<file path="config.mk">
export PLATFORM = sky130hd
export DESIGN_NAME = bcd_split_seq
export DESIGN_NICKNAME = d
export VERILOG_FILES = /design/src/rtl/bcd_split_seq.sv
export SDC_FILE = /design/constraint.sdc
export NUM_CORES = 1
export LEC_CHECK = 0
export BUFFER_PORTS_ARGS = -buffer_cell sky130_fd_sc_hd__clkbuf_2
export CAP_MARGIN = 20
export CORE_MARGIN = 3
export CORE_UTILIZATION = 55
export CTS_CLUSTER_DIAMETER = 200
export DETAILED_ROUTE_END_ITERATION = 7
export HOLD_SLACK_MARGIN = 0.06
export PLACE_DENSITY = 0.78
export SYNTH_ARGS = -nofsm -noshare
export SYNTH_HDL_FRONTEND = slang
export SYNTH_SLANG_ARGS = --single-unit
export TNS_END_PERCENT = 10
</file>
<file path="constraint.sdc">
create_clock -name clk -period 1.8 [get_ports clk]
set_clock_uncertainty 0.1 [all_clocks]
set_input_delay 0.09 -clock clk [delete_from_list [all_inputs] [get_ports clk]]
set_output_delay 0.09 -clock clk [all_outputs]
set_load 0.01 [all_outputs]
</file>
<file path="src/rtl/bcd_split_seq.sv">
// Iterative shift-add-3 binary-to-BCD converter with start/busy/done handshake and overflow saturation.
// Leading-zero blanking is built only when BCD_SPLIT_SEQ_BLANK_EN is defined; otherwise blank is tied low.
//
// state   | meaning
// S_IDLE  | waiting for start
// S_SHIFT | one shift-add-3 iteration per cycle, cnt_q iterations left
// S_DONE  | result registered, done pulse; start accepted for back-to-back
module bcd_split_seq #(
   parameter int WIDTH  = 6,
   parameter int DIGITS = 2
) (
   input  logic                  clk,
   input  logic                  rst,
   input  logic                  start,
   input  logic [WIDTH-1:0]      bin,
   output logic                  busy,
   output logic                  done,
   output logic [4*DIGITS-1:0]   bcd,
   output logic                  overflow,
   output logic [DIGITS-1:0]     blank
);

   localparam int CW = $clog2(WIDTH + 1);

   typedef enum logic [1:0] {S_IDLE, S_SHIFT, S_DONE} state_t;

   state_t              state_q, state_d;
   logic [WIDTH-1:0]    bin_q, bin_nx;
   logic [4*DIGITS-1:0] dig_q, dig_adj, dig_nx, bcd_nx;
   logic [CW-1:0]       cnt_q;
   logic                ovf_q, carry, ovf_nx;
   logic                accept, last;

   assign accept = start && (state_q != S_SHIFT);
   assign last   = (state_q == S_SHIFT) && (cnt_q == CW'(1));
   assign busy   = (state_q == S_SHIFT);
   assign done   = (state_q == S_DONE);

   always_comb begin
      state_d = state_q;
      case (state_q)
         S_IDLE, S_DONE: state_d = start ? S_SHIFT : S_IDLE;
         S_SHIFT:        state_d = (cnt_q == CW'(1)) ? S_DONE : S_SHIFT;
         default:        state_d = S_IDLE;
      endcase
   end

   // Digits are adjusted independently; a 1 leaving the top digit means the value no longer fits.
   always_comb begin
      dig_adj = dig_q;
      for (int i = 0; i < DIGITS; i++) begin
         if (dig_q[4*i +: 4] >= 4'd5)
            dig_adj[4*i +: 4] = dig_q[4*i +: 4] + 4'd3;
      end
      {carry, dig_nx, bin_nx} = {dig_adj, bin_q, 1'b0};
      ovf_nx = ovf_q | carry;
      bcd_nx = ovf_nx ? {DIGITS{4'h9}} : dig_nx;
   end

   always_ff @(posedge clk) begin
      if (rst) begin
         state_q  <= S_IDLE;
         bin_q    <= '0;
         dig_q    <= '0;
         cnt_q    <= '0;
         ovf_q    <= 1'b0;
         bcd      <= '0;
         overflow <= 1'b0;
      end else begin
         state_q <= state_d;
         if (accept) begin
            bin_q <= bin;
            dig_q <= '0;
            ovf_q <= 1'b0;
            cnt_q <= CW'(WIDTH);
         end else if (state_q == S_SHIFT) begin
            bin_q <= bin_nx;
            dig_q <= dig_nx;
            ovf_q <= ovf_nx;
            cnt_q <= cnt_q - CW'(1);
            if (last) begin
               bcd      <= bcd_nx;
               overflow <= ovf_nx;
            end
         end
      end
   end

`ifdef BCD_SPLIT_SEQ_BLANK_EN
   logic [DIGITS-1:0] blank_nx;
   logic              hi_zero;

   // Digit 0 is never blanked so that zero still shows a single "0".
   always_comb begin
      blank_nx = '0;
      hi_zero  = 1'b1;
      for (int i = DIGITS - 1; i >= 1; i--) begin
         hi_zero     = hi_zero & (bcd_nx[4*i +: 4] == 4'd0);
         blank_nx[i] = hi_zero & ~ovf_nx;
      end
   end

   always_ff @(posedge clk) begin
      if (rst)
         blank <= '0;
      else if (last)
         blank <= blank_nx;
   end
`else
   assign blank = '0;
`endif

endmodule

</file>
==> metrics.txt <==
Internal=920 uW; DR WL/cell=14.2 um; final core utilization=0.729; Net Sw Frac=0.280; Setup WS post-layout=78.3 ps; Pwr Density=749 nW/um^2; layout cells sized above 1=0.236; adder-cell share of the synthesized area=0.0520; fin crit period=1720 ps; fin crit share=0.956; RSZ-0062 raised after global routing=true; Reg power frac=0.547; via count=1248; Placer Congestion=0.728; Clk pin slew, worst setup/hold paths=90 ps; startpoint types=flip-flop; Synth-to-Final Area Change=18.3%; EDFF count, synth=0; worst min path class=input pin to flip-flop; Synth Flop Type=dfxtp_1; worst-case clock buffer depth=2; die area=3270 sq um; largest net degree at the start of global routing=15; fillcell total=195; via-per-instance ratio=5.70; Synth Area in XOR/XNOR=0.00607; status=finished clean; H-tree Lvls=2; Net Switching=358 uW; dpl ws=26.9 ps; largest family of logic cells by synthesized area=compound AO/OA/AOI/OAI gates; total power=1280 uW; Clock Latency Late Sink=330 ps; Critical Path Fanout Max=7; Gate Count Post-Synth=160; #FFs+latches synth=29; sequential share of the synthesized area=0.402; Starting Density=0.617; Iter 0 DRT Violations=45; worst path required time=1990 ps; row cnt=17; Die Ht=57.2 um; Leak Pwr=0.000717 uW; first-pass GRT wire length=5400 um; most frequent cells in the layout=dfxtp_1 (27), clkbuf_2 (19), nor2_1 (17); synth warn=0; crit path DAT=1910 ps; Residual DRC=0; Synth Cell Area=1440 sq um; Max VDD drop=0.500 mV; Nets=205; final-report hold violation count=0; DR pass1 iterations=4; Clk pwr share=0.296; I/O Pins=22; Final HPWL DP=2160 um; max-slew violations=0; ant diodes=0; most common cell after layout, fill and taps aside=dfxtp_1; hold_ws=178 ps; post-synthesis compound-gate area fraction=0.248; die width=57.2 um; Post-DRT Antenna Nets=0; total track usage=0.214; Logic pwr share=0.157; postcts setup bufs=0; fmax=581 MHz; number of antenna violations at the first check in global routing=0; final wirelength=3110 um; Synth Area in Simple Gates=0.190; CTS tree=yes; post-synthesis mux area share=0.0416; setup_tns=0 ps; vias in the first global route=1167; max_cap viols=0; CTS sink cnt=29; final setup vio count=0; post-synthesis average cell area=9.02 sq um; clock root cell=clkbuf_4; Core Area=2340 sq um; Yosys cell types=36; input/output buffers=19; CTS buffer count=5; ys async rst share=0; Setup crit end kind=flip-flop; Crit Path Class=flip-flop to flip-flop; grt total ovfl=0
[cells in the mapped netlist, drive strengths merged (5+ instances only)]
| master | count | area (sq um) |
|---|---|---|
| a21oi | 8 | 40.0 |
| a21o | 5 | 37.5 |
| buf | 9 | 48.8 |
| mux2i | 6 | 60.1 |
| a211oi | 17 | 128 |
| ha | 6 | 75.1 |
| nand2b | 7 | 51.3 |
| inv | 8 | 30.0 |
| nor2 | 19 | 73.8 |
| dfxtp | 29 | 581 |
| nand2 | 6 | 22.5 |
[final timing paths]
path         endpoint  depth (start not counted)     start  slack [ps]
max             ovf_q                          6  dig_q[4]          80
min          bin_q[0]                          3     start         180
max reg2reg     ovf_q                          6  dig_q[4]          80
min reg2reg  cnt_q[2]                          1  cnt_q[2]         370
[critical path, stage by stage, from the launching register on]
cell	delay (ps)
dfxtp_2	400
inv_1	80
ha_1	240
nor2b_2	180
or3_1	400
a21oi_1	150
o21ba_2	130
[power by group through the flow]
stage	Sequential (uW)	Clock (uW)	Combinational (uW)
after floorplan	705	0	139
after global placement	711	0	177
after detailed placement	713	0	183
after CTS	699	388	196
after global routing	705	426	223
final	700	378	200
[layer usage]
metal | part of all wire | wire, um | vias to the layer above | track usage
met4 | 0.023 | 70 | 0 | 0.106
met1 | 0.44 | 1380 | 571 | 0.275
met3 | 0.074 | 231 | 7 | 0.0520
li1 | - | - | 628 | -
met5 | 0 | 0 | - | 0
met2 | 0.46 | 1430 | 42 | 0.334
[state kept, by name, summed over array words and instances (netlist names)]
signal and cells:
bcd 8, dig_q 8, ovf_q 1, cnt_q 3
bin_q 6, state_q 2, overflow 1
[final cells by class]
cell class / count / area [sq um] / share of cell area
clock buffer: 8 / 48.8 / 0.0286
inverter: 8 / 30.0 / 0.0176
multi-input combinational: 114 / 800 / 0.468
sequential: 29 / 583 / 0.342
tap: 28 / 35.0 / 0.0205
timing repair buffer: 32 / 210 / 0.123
[per-stage QoR]
stage,instance area (sq um),cells
global placement,1570,204
finish,1710,219
floorplan,1450,161
CTS,1690,219
detailed placement,1570,204
global route,1710,219
[cell families (layout without fill, tap and decap cells)]
logic type,after synthesis,after routing
AOI/OAI and AO/OA,47,47
other,1,2
and+or+nand+nor,52,52
xor gates and xnor gates,1,1
muxes,6,6
buffers and inverters,18,48
adders and majority gates,6,6
DFF,29,29
[what timing repair did]
action / 4_1_cts / 5_1_grt
setup endpoints to repair: 0 / 13
hold buffers: 7 / 0
hold endpoints to repair: 10 / 0
gates resized for setup: 0 / 7
No activity file was read; power rests on OpenSTA's default activity.
